**src/rtl/sad_result_reporter.sv**
```systemverilog
// sad_result_reporter
// Buffers SAD search match addresses and, once the search finishes, streams a
// report frame to the UART transmitter: a header byte {overflow, count}, then
// each buffered address, oldest first, as a high byte and a low byte. One byte
// is sent per send/sendComplete handshake.
module sad_result_reporter #(
    parameter int ADDR_W = 12,
    parameter int DEPTH  = 4
) (
    input  logic              clock,
    input  logic              reset,
    input  logic              search_start,
    input  logic              match_strobe,
    input  logic [ADDR_W-1:0] match_addr,
    input  logic              search_done,
    output logic              uart_send,
    output logic [7:0]        uart_data,
    input  logic              uart_send_complete,
    output logic              busy,
    output logic              report_done,
    output logic              overflow
);

    localparam int PW = $clog2(DEPTH);
    localparam int CW = PW + 1;

    typedef enum logic [2:0] {
        S_IDLE,
        S_COLLECT,
        S_HDR,
        S_HI,
        S_LO,
        S_FIN
    } state_t;

    state_t            state_q, state_d;
    logic [ADDR_W-1:0] mem_q [DEPTH];
    logic [PW-1:0]     wr_ptr_q, wr_ptr_d;
    logic [PW-1:0]     rd_ptr_q, rd_ptr_d;
    logic [CW-1:0]     count_q, count_d;
    logic [CW-1:0]     rem_q, rem_d;
    logic              ovf_q, ovf_d;
    logic              send_q, send_d;
    logic [7:0]        data_q, data_d;
    logic              mem_we;

    // Upper address bits, zero-extended into one byte.
    function automatic logic [7:0] hi_byte(input logic [ADDR_W-1:0] a);
        return 8'(a >> 8);
    endfunction

    function automatic logic [7:0] lo_byte(input logic [ADDR_W-1:0] a);
        return a[7:0];
    endfunction

    // Next-state, buffer bookkeeping and byte selection.
    // The header is built from the post-capture count/overflow so that a match
    // arriving together with search_done is included in the report.
    always_comb begin
        state_d  = state_q;
        wr_ptr_d = wr_ptr_q;
        rd_ptr_d = rd_ptr_q;
        count_d  = count_q;
        rem_d    = rem_q;
        ovf_d    = ovf_q;
        send_d   = 1'b0;
        data_d   = data_q;
        mem_we   = 1'b0;

        case (state_q)
            S_IDLE: begin
                if (search_start) begin
                    state_d  = S_COLLECT;
                    count_d  = '0;
                    ovf_d    = 1'b0;
                    wr_ptr_d = '0;
                    rd_ptr_d = '0;
                end
            end

            S_COLLECT: begin
                if (search_start) begin
                    count_d  = '0;
                    ovf_d    = 1'b0;
                    wr_ptr_d = '0;
                    rd_ptr_d = '0;
                end else begin
                    if (match_strobe) begin
                        if (count_q == CW'(DEPTH)) begin
                            ovf_d = 1'b1;
                        end else begin
                            mem_we   = 1'b1;
                            wr_ptr_d = wr_ptr_q + PW'(1);
                            count_d  = count_q + CW'(1);
                        end
                    end
                    if (search_done) begin
                        state_d  = S_HDR;
                        send_d   = 1'b1;
                        data_d   = {ovf_d, 7'(count_d)};
                        rem_d    = count_d;
                        rd_ptr_d = '0;
                    end
                end
            end

            S_HDR: begin
                if (uart_send_complete) begin
                    if (rem_q == '0) begin
                        state_d = S_FIN;
                    end else begin
                        state_d = S_HI;
                        send_d  = 1'b1;
                        data_d  = hi_byte(mem_q[rd_ptr_q]);
                    end
                end
            end

            S_HI: begin
                if (uart_send_complete) begin
                    state_d = S_LO;
                    send_d  = 1'b1;
                    data_d  = lo_byte(mem_q[rd_ptr_q]);
                end
            end

            S_LO: begin
                if (uart_send_complete) begin
                    rd_ptr_d = rd_ptr_q + PW'(1);
                    rem_d    = rem_q - CW'(1);
                    if (rem_q == CW'(1)) begin
                        state_d = S_FIN;
                    end else begin
                        state_d = S_HI;
                        send_d  = 1'b1;
                        data_d  = hi_byte(mem_q[rd_ptr_d]);
                    end
                end
            end

            S_FIN: begin
                state_d = S_IDLE;
            end

            default: begin
                state_d = S_IDLE;
            end
        endcase
    end

    // State, pointers, counters and the registered UART request/data.
    always_ff @(posedge clock or negedge reset) begin
        if (!reset) begin
            state_q  <= S_IDLE;
            wr_ptr_q <= '0;
            rd_ptr_q <= '0;
            count_q  <= '0;
            rem_q    <= '0;
            ovf_q    <= 1'b0;
            send_q   <= 1'b0;
            data_q   <= '0;
        end else begin
            state_q  <= state_d;
            wr_ptr_q <= wr_ptr_d;
            rd_ptr_q <= rd_ptr_d;
            count_q  <= count_d;
            rem_q    <= rem_d;
            ovf_q    <= ovf_d;
            send_q   <= send_d;
            data_q   <= data_d;
        end
    end

    // Match address storage.
    always_ff @(posedge clock or negedge reset) begin
        if (!reset) begin
            for (int unsigned i = 0; i < DEPTH; i++) begin
                mem_q[i] <= '0;
            end
        end else if (mem_we) begin
            mem_q[wr_ptr_q] <= match_addr;
        end
    end

    assign uart_send   = send_q;
    assign uart_data   = data_q;
    assign overflow    = ovf_q;
    assign report_done = (state_q == S_FIN);
    assign busy        = (state_q == S_COLLECT) || (state_q == S_HDR) ||
                         (state_q == S_HI)      || (state_q == S_LO);

endmodule

```
**config.mk**
```make
export PLATFORM = sky130hd
export DESIGN_NAME = sad_result_reporter
export DESIGN_NICKNAME = d
export VERILOG_FILES = /design/src/rtl/sad_result_reporter.sv
export SDC_FILE = /design/constraint.sdc
export NUM_CORES = 1
export LEC_CHECK = 0
export CAP_MARGIN = 20
export CORE_ASPECT_RATIO = 1.4
export CORE_MARGIN = 2
export CORE_UTILIZATION = 58
export DETAILED_ROUTE_END_ITERATION = 8
export GPL_TIMING_DRIVEN = 0
export PLACE_DENSITY = 0.76
export SLEW_MARGIN = 25
export SYNTH_ARGS = -nofsm -noshare
export SYNTH_HDL_FRONTEND = slang
export SYNTH_SLANG_ARGS = --single-unit
```
**constraint.sdc**
```tcl
create_clock -name clock -period 2.15 [get_ports clock]
set_input_delay 0.215 -clock clock [delete_from_list [all_inputs] [get_ports clock]]
set_output_delay 0.215 -clock clock [all_outputs]
set_load 0.05 [all_outputs]
```
Yosys cells after proc, flatten, opt, wreduce, memory -nomap -nowiden --
Cells that the tools add are included.
Operators by class: bitwise operators 3, eq/ne operators 18, multiply operators 0, mux-type cells 61, order comparisons 4, shift-type cells 0, add/subtract/negate cells 4, div/mod/pow operators 0, reduce and logical (&&, ||, !) cells 16
Operator list (number):
- $mux 12 | 5
- $mux 8 | 7
- $bmux 12 s2 | 2
- $bwmux 48 | 1
- $mux 3 | 15
- $pmux 8 s4 | 1
- $demux 12 s2 | 1
- $ne 2x2->1 const B | 8
- $mux 1 | 15
- $pmux 3 s5 | 1
- $mux 2 | 7
- $pmux 3 s2 | 2
- $reduce_and 4->1 | 3
- $eq 3x3->1 const B | 3
- $ge 3x3->1 const B | 3
- $ne 3x3->1 const B | 3
- $not 2->3 | 3
- $reduce_and 8->1 | 1
- $eq 3x1->1 const B | 2
- $eq 3x2->1 const B | 2
- $logic_not 3->1 | 2
- $pmux 2 s3 | 1
- $reduce_and 6->1 | 1
- $add 2x1->2 const B | 2
- 12 further kinds | 15
Storage, ports and cells: bits in writable memories 0, bits in registers 71, input port bits 18, memories kept 0, bits in read-only memories 0, latch bits 0

Logic depth before layout (Yosys ltp) --
Gate-level depths: netlist of the first run.
depth after elaboration 8, gate-level depth with buffers 8, mapped depth without buffers 6

Worst setup path before layout of the first run --
No wires, ideal clock.
kind register to output, start point register state_q[0], end point output busy, path buffers 2, stages on the path, launching flop included 5, path slack 0.160 ns, arrival time 1.775 ns, cells stage by stage dfrtp_1 > buf_2 > buf_1 > nor2_1 > xnor2_1
Between the ends: cells in the longest elaborated chain, start to end 4, elaborated cells on any way between the ends 7
Ends and longest elaborated chain:
- from (decl) | RTL line 36 | state_t state_q, state_d;
- from (signal assigned) | RTL line 163 | state_q <= state_d;
- $eq 3x1->1 / $eq 3x2->1 (equally long branches) | RTL line 189 | assign busy = (state_q == S_COLLECT) || (state_q == S_HDR) ||
- $logic_or 1x1->1 (2 in a row) | RTL line 189
- $logic_or 1x1->1 (*) | RTL line 190 | (state_q == S_HI) || (state_q == S_LO);
- to (decl) | RTL line 19 | output logic busy,
Mark *: on every way between the ends. The rest lies on a longest branch, timed or not.

Final worst setup path of the first run --
start point register state_q[0], end point output report_done
Between the ends: cells in the longest elaborated chain, start to end 1
Ends and longest elaborated chain:
- $eq 3x3->1 | RTL line 188 | assign report_done = (state_q == S_FIN);
- to (decl) | RTL line 20 | output logic report_done,
No other way between the ends.

==> results of run 1 <==
==> flip-flops by register name, indices dropped and copies added (netlist names) <==
name and count:
rd_ptr_q 2, wr_ptr_q 2, count_q 3, state_q 3, mem_q 48, uart_send 1
uart_data 8, overflow 1, rem_q 3
==> cells by family after synthesis <==
family | share of synthesized area (%)
buf+inv | 4.905
fa+ha+maj | 3.003
simple gates | 9.710
xor+xnor | 0.7008
mux | 23.49
compound gates | 10.81
flops | 47.38
==> metrics by stage <==
step | cell area, µm² | setup WS [ns] | TNS (ns) | instances
3_5_place_dp | 4148 | -0.1854 | -0.2850 | 405
3_3_place_gp | 4130 | -1.481 | -105.08 | 404
6_report | 4392 | 0.1141 | 0 | 422
2_1_floorplan | 3750 | 0.1600 | 0 | 303
4_1_cts | 4378 | 0.03520 | 0 | 421
5_1_grt | 4392 | 0.005680 | 0 | 422
==> worst max-delay path: stages, from the launching register on <==
cell and delay (ns):
dfrtp_1 0.46, buf_2 0.25, buf_2 0.25, and2_1 0.15
clkdlybuf4s15_2 0.36
==> area by class of cell <==
class,count,area (µm²),share of cell area [%]
Tap cell,72,90.09,2.051
Multi-Input combinational cell,201,1802,41.03
Clock inverter,7,96.34,2.194
Inverter,11,41.29,0.9402
Timing Repair Buffer,32,321.6,7.322
Buffer,19,140.1,3.191
Sequential cell,71,1777,40.46
Clock buffer,9,123.9,2.821
==> layer usage <==
| layer | track usage, % | vias to the layer above | wire length [µm] |
|---|---|---|---|
| met1 | 30.71 | 1305 | 3337 |
| met5 | 0 | - | 0 |
| met4 | 10.89 | 0 | 184 |
| met2 | 42.24 | 51 | 4046 |
| li1 | - | 1209 | - |
| met3 | 4.458 | 17 | 225 |
==> cells in the mapped netlist, types with 3 or more instances <==
cell type | instances | area share, %
a21oi_1 | 15 | 2.0
a22oi_1 | 5 | 1.0
a31o_1 | 3 | 0.70
a31oi_1 | 8 | 1.3
buf_2 | 6 | 0.80
buf_6 | 7 | 2.1
clkbuf_1 | 4 | 0.40
dfrtp_1 | 71 | 47
ha_1 | 9 | 3.0
inv_1 | 11 | 1.1
mux2_1 | 40 | 12
mux2_2 | 8 | 2.4
mux2i_1 | 10 | 2.7
mux4_2 | 10 | 6.0
nand2_1 | 12 | 1.2
nand2b_1 | 4 | 0.67
nand3_1 | 4 | 0.53
nand3b_1 | 5 | 1.0
nor2_1 | 7 | 0.70
nor2b_1 | 4 | 0.67
nor3_1 | 4 | 0.53
nor3b_1 | 5 | 1.0
o211ai_1 | 4 | 0.80
o21ai_0 | 9 | 1.2
o22ai_1 | 6 | 1.0
==> power groups by stage <==
| stage | Combinational, mW | Sequential [mW] | Clock [mW] |
|---|---|---|---|
| finish | 2.44 | 2.06 | 1.17 |
| global route | 2.65 | 2.12 | 1.26 |
| CTS | 2.43 | 2.06 | 1.19 |
| detailed placement | 2.42 | 2.09 | 0 |
| global placement | 2.35 | 2.05 | 0 |
| floorplan | 1.53 | 2.27 | 0 |
==> what timing repair did <==
| action | in CTS | in global routing |
|---|---|---|
| gates resized for setup | 7 | 4 |
| buffers inserted | 0 | 1 |
| setup endpoints to repair | 2 | 37 |
| endpoints found under the hold margin | 32 | 0 |
| hold buffers | 1 | 0 |
==> path summary, 6_finish.rpt <==
kind | startpoint | depth (start not counted) | slack (ns) | to
min | reset | 2 | 0.34 | count_q[2]$_DFFE_PN0P_
min reg2reg | mem_q[1]$_DFFE_PN0P_ | 1 | 0.49 | mem_q[1]$_DFFE_PN0P_
max | state_q[0]$_DFFE_PN0P_ | 4 | 0.11 | report_done
max reg2reg | count_q[0]$_DFFE_PN0P_ | 7 | 0.14 | mem_q[44]$_DFFE_PN0P_
min in group clock | mem_q[1]$_DFFE_PN0P_ | 1 | 0.49 | mem_q[1]$_DFFE_PN0P_
max in group asynchronous | reset | 3 | 1.26 | mem_q[35]$_DFFE_PN0P_
==> results.sh, run 1 <==
export IMPL_status="completed"
export IMPL_ant_nets=0
export IMPL_nNetsFinal=372
export IMPL_p_seq_share_pct=36.4
export IMPL_track_usage_pct=24.81
export IMPL_dp_hpwl_um=5621
export IMPL_ys_ff_latch=71
export IMPL_syn_inst=303
export IMPL_die_area_um2=7134
export IMPL_ys_async_sr_fraction_pct=100.0
export IMPL_p_sw_share_pct=38.13
export IMPL_n_antenna_cell=0
export IMPL_synth_ff_type="dfrtp_1"
export IMPL_start_util_pct=59.96
export IMPL_cts_tree="built"
export IMPL_cts_buffer_depth=2
export IMPL_synthDistinctLibCells=51
export IMPL_fill_cells=473
export IMPL_gp_congestion=0.8204
export IMPL_crit_type="register to output pin"
export IMPL_p_clk_share_pct=20.7
export IMPL_die_h_um=99.14
export IMPL_yosysSeqAreaShare_pct=47.38
export IMPL_grt_max_degree=40
export IMPL_most_common_layout_cells="dfrtp_1, mux2_1, clkdlybuf4s50_1"
export IMPL_utilization_pct=70.23
export IMPL_rsz0062_at_grt="no"
export IMPL_maxSlewHeadroom_pct=54.21
export IMPL_power_mw=5.669
export IMPL_dr_pass1_iters=4
export IMPL_cp_end_kind="output pin"
export IMPL_via_per_inst=6.118
export IMPL_grt_antenna_before_repair=0
export IMPL_ios=30
export IMPL_p_per_area_nw_per_um2=1291
export IMPL_first_iter_violations=128
export IMPL_first_global_vias=2695
export IMPL_io_buffer_count=29
export IMPL_fin_crit_ns=2.036
export IMPL_globalRouteOverflowTotal=0
export IMPL_synth_edf_count=0
export IMPL_yosysWarnings=0
export IMPL_p_sw_mw=2.162
export IMPL_dr_total_vias=2582
export IMPL_syn_area_per_cell_um2=12.38
export IMPL_core_area_um2=6254
export IMPL_hp_class="primary input to asynchronous set/reset pin"
export IMPL_p_leak_nw=1.928
export IMPL_crit_fanout=10
export IMPL_die_w_um=71.96
export IMPL_clk_latency_ns=0.35
export IMPL_combPwrFrac_pct=43.0
export IMPL_syn_num_nets=330
export IMPL_cts_buffers=9
export IMPL_finalWirelength_um=7794
export IMPL_worstSetupStartpointType="register"
export IMPL_wl_per_cell_um=18.47
export IMPL_skew_ns=0.01139
export IMPL_drt_drc_violations_left=0
export IMPL_syn_to_final_growth_pct=17.12
export IMPL_required_ns=1.93
export IMPL_ctsHtreeMaxLevel=3
export IMPL_cts_sinks=71
export IMPL_fin_hold_ws_ns=0.3377
export IMPL_p_int_mw=3.508
export IMPL_hold_viol=0
export IMPL_fmax_ghz=0.4912
export IMPL_ir_drop_mv=0.6543
export IMPL_worst_pin_slew_ns=0.6797
export IMPL_layout_commonest_cell="dfrtp_1"
export IMPL_cp_arrival_ns=1.82
export IMPL_grt_first_pass_wirelength_um=13340
export IMPL_syn_area_um2=3750
export IMPL_timing_final_crit_share_pct=94.69
export IMPL_drive_gt1_share_pct=18.29
export IMPL_cap_violations=0
export IMPL_root_buffer="clkbuf_8"
export IMPL_setup_viol=0
export IMPL_final_max_slew_viol_count=0
export IMPL_clkSlewWorstSetupHoldPaths_ns=0.08
export IMPL_rows=34
Note: power is estimated with default switching activity, not from simulation.
==> inputs of run 2 (changes only) <==
- CORE_MARGIN: 2 -> 1.5
- CTS_BUF_LIST: not set -> sky130_fd_sc_hd__clkbuf_16
==> run 2 against run 1 <==
Against the previous run:
- total power rose by 9.7%
- clock skew decreased by 0.0047 ns
- combinational power is essentially flat
- maximum frequency is 0.51% lower
- first-iteration DRC count rose by 27%
- sequential share of layout area decreased by 1.1 points
- hold slack improved by 0.045 ns
- clock power increased by 49%
- wire length is 0.27% lower
- non-clock buffer count decreased by 1
- highest routed layer unchanged
==> results.sh, run 2 (same netlist as run 1, synthesis figures left out) <==
export IMPL_timing_final_crit_share_pct=95.18
export IMPL_required_ns=2.35
export IMPL_globalRouteOverflowTotal=0
export IMPL_dp_hpwl_um=5519
export IMPL_ant_nets=0
export IMPL_worstSetupStartpointType="register"
export IMPL_clkSlewWorstSetupHoldPaths_ns=0.06
export IMPL_io_buffer_count=29
export IMPL_power_mw=6.219
export IMPL_cp_arrival_ns=2.25
export IMPL_rrSetupSlack_ns=0.10
export IMPL_die_area_um2=6964
export IMPL_cts_buffer_depth=2
export IMPL_cap_violations=0
export IMPL_maxSlewHeadroom_pct=55.69
export IMPL_root_buffer="clkbuf_16"
export IMPL_core_area_um2=6211
export IMPL_grt_first_pass_wirelength_um=13010
export IMPL_grt_max_degree=37
export IMPL_drive_gt1_share_pct=17.77
export IMPL_ir_drop_mv=0.7474
export IMPL_crit_type="register to register"
export IMPL_cp_end_kind="register"
export IMPL_hold_viol=0
export IMPL_dr_pass1_iters=4
export IMPL_rsz0062_at_grt="no"
export IMPL_first_global_vias=2615
export IMPL_ios=30
export IMPL_setup_viol=0
export IMPL_syn_to_final_growth_pct=20.32
export IMPL_regMostFlops="mem_q"
export IMPL_track_usage_pct=24.39
export IMPL_cts_tree="built"
export IMPL_status="completed"
export IMPL_clk_latency_ns=0.33
export IMPL_first_iter_violations=163
export IMPL_fmax_ghz=0.4887
export IMPL_die_w_um=70.96
export IMPL_cts_sinks=71
export IMPL_p_per_area_nw_per_um2=1378
export IMPL_via_per_inst=6.102
export IMPL_setup_tns_final_ns=0
export IMPL_die_h_um=98.14
export IMPL_gp_congestion=0.8568
export IMPL_most_common_layout_cells="dfrtp_1, mux2_1, clkdlybuf4s50_1"
export IMPL_worst_pin_slew_ns=0.6576
export IMPL_start_util_pct=60.37
export IMPL_wl_per_cell_um=18.46
export IMPL_skew_ns=0.006675
export IMPL_hp_class="primary input to asynchronous set/reset pin"
export IMPL_crit_fanout=10
export IMPL_dr_total_vias=2569
export IMPL_p_leak_nw=1.980
export IMPL_final_max_slew_viol_count=0
export IMPL_rows=34
export IMPL_nNetsFinal=371
export IMPL_finalWirelength_um=7773
export IMPL_layout_commonest_cell="dfrtp_1"
export IMPL_cts_buffers=9
export IMPL_drt_drc_violations_left=0
export IMPL_largest_register_ffs=48
export IMPL_n_antenna_cell=0
export IMPL_grt_antenna_before_repair=0
export IMPL_utilization_pct=72.64
export IMPL_fin_crit_ns=2.046
export IMPL_ctsHtreeMaxLevel=3
export IMPL_cts_setup_buffers=0
-- run 2: cell count changes in the layout (fill, tap and decap cells not counted), sizes merged --
| cell | change |
|---|---|
| buf | -1 |
| inv | +2 |
| bufinv | +1 |
| clkinv | -3 |
-- run 2: cell type report --
cell class | instances | area (µm²)
inverter | 11 | 41.29
clock buffer | 9 | 225.2
tap | 72 | 90.09
clock inverter | 7 | 127.6
timing repair buffer | 31 | 314.1
buffer | 19 | 140.1
multi-input combinational | 201 | 1797
fill | 446 | 1699
sequential | 71 | 1777
-- run 2: per-layer routing --
metal / GRT usage (%) / vias up / routed length (µm)
met5: 0 / - / 0
met1: 31.13 / 1303 / 3362
met3: 4.025 / 17 / 249
met2: 40.83 / 55 / 3940
li1: - / 1194 / -
met4: 10.60 / 0 / 219
-- run 2: stage by stage --
| stage | setup slack [ns] | area (µm²) | hold slack [ns] | std cells |
|---|---|---|---|---|
| after floorplan | 0.1600 | 3750 | -0.08059 | 303 |
| after global placement | -1.530 | 4130 | 0.4683 | 404 |
| after detailed placement | -0.1260 | 4148 | 0.2048 | 405 |
| after CTS | 0.02747 | 4514 | 0.3950 | 422 |
| after global routing | 0.008561 | 4512 | 0.4285 | 421 |
| final | 0.1037 | 4512 | 0.3824 | 421 |
-- run 2: critical path, stage by stage, from the launching register on --
cell and delay (ns):
dfrtp_1 0.40, inv_1 0.10, ha_1 0.26, a21boi_4 0.20, and4_4 0.27, nand2_1 0.16
buf_6 0.20, mux2_1 0.32
-- run 2: power breakdown --
group          switching [mW]  internal, mW
logic                    1.37          1.04
registers               0.269          1.80
clock network           0.590          1.15
total                    2.23          3.99
-- run 2: timing repair --
| item | 4_1_cts | 5_1_grt |
|---|---|---|
| endpoints found under the setup margin | 2 | 14 |
| gates resized for setup | 7 | 3 |
| pin swaps | 0 | 1 |
| endpoints found under the hold margin | 35 | 0 |
| hold buffers | 1 | 0 |
-- run 2: path summary, 6_finish.rpt --
kind | startpoint | endpoint | cells after the start
min in group clock | mem_q[19]$_DFFE_PN0P_ | mem_q[19]$_DFFE_PN0P_ | 1
max in group asynchronous | reset | mem_q[21]$_DFFE_PN0P_ | 3
hold reg to reg | mem_q[19]$_DFFE_PN0P_ | mem_q[19]$_DFFE_PN0P_ | 1
setup / recovery | count_q[0]$_DFFE_PN0P_ | mem_q[45]$_DFFE_PN0P_ | 7
hold / removal | reset | count_q[0]$_DFFE_PN0P_ | 2
setup reg to reg | count_q[0]$_DFFE_PN0P_ | mem_q[45]$_DFFE_PN0P_ | 7
==> inputs of run 3 (changes only) <==
- CELL_PAD_IN_SITES_DETAIL_PLACEMENT: not set -> 0
- CELL_PAD_IN_SITES_GLOBAL_PLACEMENT: not set -> 1
- CORE_UTILIZATION: 58 -> 47
- PLACE_DENSITY: 0.76 -> 0.75
==> run 3 against run 2 <==
Against the previous run:
- sequential share of layout area increased by 0.51 points
- wire length increased by 4.6%
- non-clock buffer count stayed put
- cell area decreased by 1.3%
- final cell count is 6.4% higher
- sequential power barely moved
- register-to-register slack improved by 0.04 ns
- critical path type unchanged
- total power fell by 7.1%
- clock skew decreased by 0.00082 ns
==> results.sh, run 3 (same netlist as run 1, synthesis figures left out) <==
export IMPL_power_mw=5.775
export IMPL_maxSlewHeadroom_pct=65.37
export IMPL_cts_buffers=9
export IMPL_cp_end_kind="register"
export IMPL_crit_type="register to register"
export IMPL_critPathMaxStageDelay_ns=0.39
export IMPL_fmax_ghz=0.4973
export IMPL_grt_first_pass_wirelength_um=13540
export IMPL_skew_ns=0.005856
export IMPL_hold_viol=0
export IMPL_syn_to_final_growth_pct=18.79
export IMPL_timing_final_crit_share_pct=93.53
export IMPL_ctsHtreeMaxLevel=3
export IMPL_layout_commonest_cell="dfrtp_1"
export IMPL_p_leak_nw=1.939
export IMPL_required_ns=2.36
export IMPL_die_area_um2=8531
export IMPL_path_cells="inv_1, ha_1, a21boi_4, and4_4, nand2_1, buf_6, mux2_1"
export IMPL_r2r_start="count_q[0]$_DFFE_PN0P_"
export IMPL_wl_per_cell_um=18.15
export IMPL_p_sw_mw=2.174
export IMPL_track_usage_pct=21.38
export IMPL_fill_cells=662
export IMPL_combPwrFrac_pct=41.9
export IMPL_gp_congestion=0.8258
export IMPL_finalWirelength_um=8129
export IMPL_clkSlewWorstSetupHoldPaths_ns=0.06
export IMPL_ir_drop_mv=0.7071
export IMPL_crit_path_start="count_q[0]$_DFFE_PN0P_"
export IMPL_crit_fanout=10
export IMPL_register_area_um2=1777
export IMPL_critPathTopFamily="simple AND/OR/NAND/NOR gates"
export IMPL_drive_gt1_share_pct=17.24
export IMPL_first_iter_violations=91
export IMPL_first_global_vias=2621
export IMPL_die_h_um=108.7
export IMPL_cp_arrival_ns=2.22
export IMPL_dp_hpwl_um=5877
export IMPL_via_per_inst=5.598
export IMPL_worst_pin_slew_ns=0.5178
export IMPL_cts_tree="built"
export IMPL_regMostFlops="mem_q"
export IMPL_clk_latency_ns=0.33
export IMPL_cts_sinks=71
export IMPL_root_buffer="clkbuf_16"
export IMPL_setup_tns_final_ns=0
export IMPL_p_per_area_nw_per_um2=1297
export IMPL_worstSetupStartpointType="register"
export IMPL_dp_cells=433
export IMPL_n_antenna_cell=0
export IMPL_status="completed"
export IMPL_io_buffer_count=29
export IMPL_multi_input_area_um2=1802
export IMPL_grt_max_degree=39
export IMPL_nNetsFinal=371
export IMPL_p_clk_share_pct=22.5
export IMPL_ios=30
export IMPL_rsz0062_at_grt="no"
export IMPL_p_seq_share_pct=35.6
export IMPL_fin_crit_ns=2.011
export IMPL_cap_violations=0
export IMPL_most_common_layout_cells="dfrtp_1, mux2_1, clkdlybuf4s50_1"
export IMPL_setup_viol=0
export IMPL_cts_buffer_depth=2
export IMPL_p_sw_share_pct=37.64
export IMPL_die_w_um=78.49
export IMPL_core_area_um2=7750
export IMPL_dr_total_vias=2508
export IMPL_ant_nets=0
export IMPL_path_buf_inv=2
export IMPL_hp_class="primary input to asynchronous set/reset pin"
export IMPL_largest_register_ffs=48
export IMPL_rows=38
export IMPL_globalRouteOverflowTotal=0
export IMPL_p_int_mw=3.602
export IMPL_instances_no_fill=448
export IMPL_grt_antenna_before_repair=0
export IMPL_start_util_pct=48.39
export IMPL_final_max_slew_viol_count=0
export IMPL_dr_pass1_iters=6
export IMPL_drt_drc_violations_left=0
export IMPL_critPathSlowestCell="dfrtp_1"
## run 3: through the flow
step                      util, %  cell area, µm²  hold slack [ns]  worst slack [ns]
final                       57.48            4454           0.3715            0.1391
after global routing        57.48            4454           0.4180           0.02436
after CTS                   57.39            4448           0.3875           0.06639
after detailed placement    53.97            4183           0.2085           -0.1941
after global placement      53.75            4165           0.4684            -1.637
after floorplan                 -            3750         -0.08059            0.1600
## run 3: final cells by class
cell class / count / share of cell area (%)
repair buffers: 31 / 7.051
clock buffers: 9 / 5.056
inverters: 11 / 0.9270
well taps: 100 / 2.809
clock inverters: 6 / 0.6742
flip-flops and latches: 71 / 39.89
multi-input cells: 201 / 40.45
plain buffers: 19 / 3.146
## run 3: path summary, 6_finish.rpt
kind                                              end  slack, ns  cells past startpoint
worst max-delay path            mem_q[26]$_DFFE_PN0P_       0.14                      7
worst min-delay path             rem_q[1]$_DFFE_PN0P_       0.37                      2
worst max register to register  mem_q[26]$_DFFE_PN0P_       0.14                      7
worst min register to register  mem_q[12]$_DFFE_PN0P_       0.48                      1
max in group asynchronous       mem_q[21]$_DFFE_PN0P_       1.22                      3
min in group clock              mem_q[12]$_DFFE_PN0P_       0.48                      1
## run 3: power groups by stage
stage          sequential (mW)  clock [mW]  combinational, mW
3_5_place_dp              2.08           0               2.44
5_1_grt                   2.12        1.39               2.64
4_1_cts                   2.06        1.34               2.44
3_3_place_gp              2.05           0               2.41
2_1_floorplan             2.27           0               1.53
6_report                  2.06        1.30               2.42
## run 3: layer usage
| layer | global-route usage, % | routed length, µm | vias to the layer above |
|---|---|---|---|
| li1 | - | - | 1202 |
| met5 | 0 | 0 | - |
| met2 | 35.16 | 4116 | 41 |
| met4 | 11.22 | 220 | 0 |
| met1 | 26.94 | 3594 | 1248 |
| met3 | 3.849 | 197 | 17 |
## run 3: worst register-to-register path, cell delays in order (launching register included)
cell and delay (ns):
dfrtp_1 0.39, inv_1 0.10, ha_1 0.26, a21boi_4 0.23, and4_4 0.27, nand2_1 0.14
buf_6 0.19, mux2_1 0.32
## run 3: what timing repair did
item / 4_1_cts / 5_1_grt
pin swaps: 0 / 0
gates resized for setup: 7 / 4
setup buffers: 0 / 0
endpoints found under the setup margin: 2 / 6
hold endpoints to repair: 33 / 0
hold buffers: 1 / 0
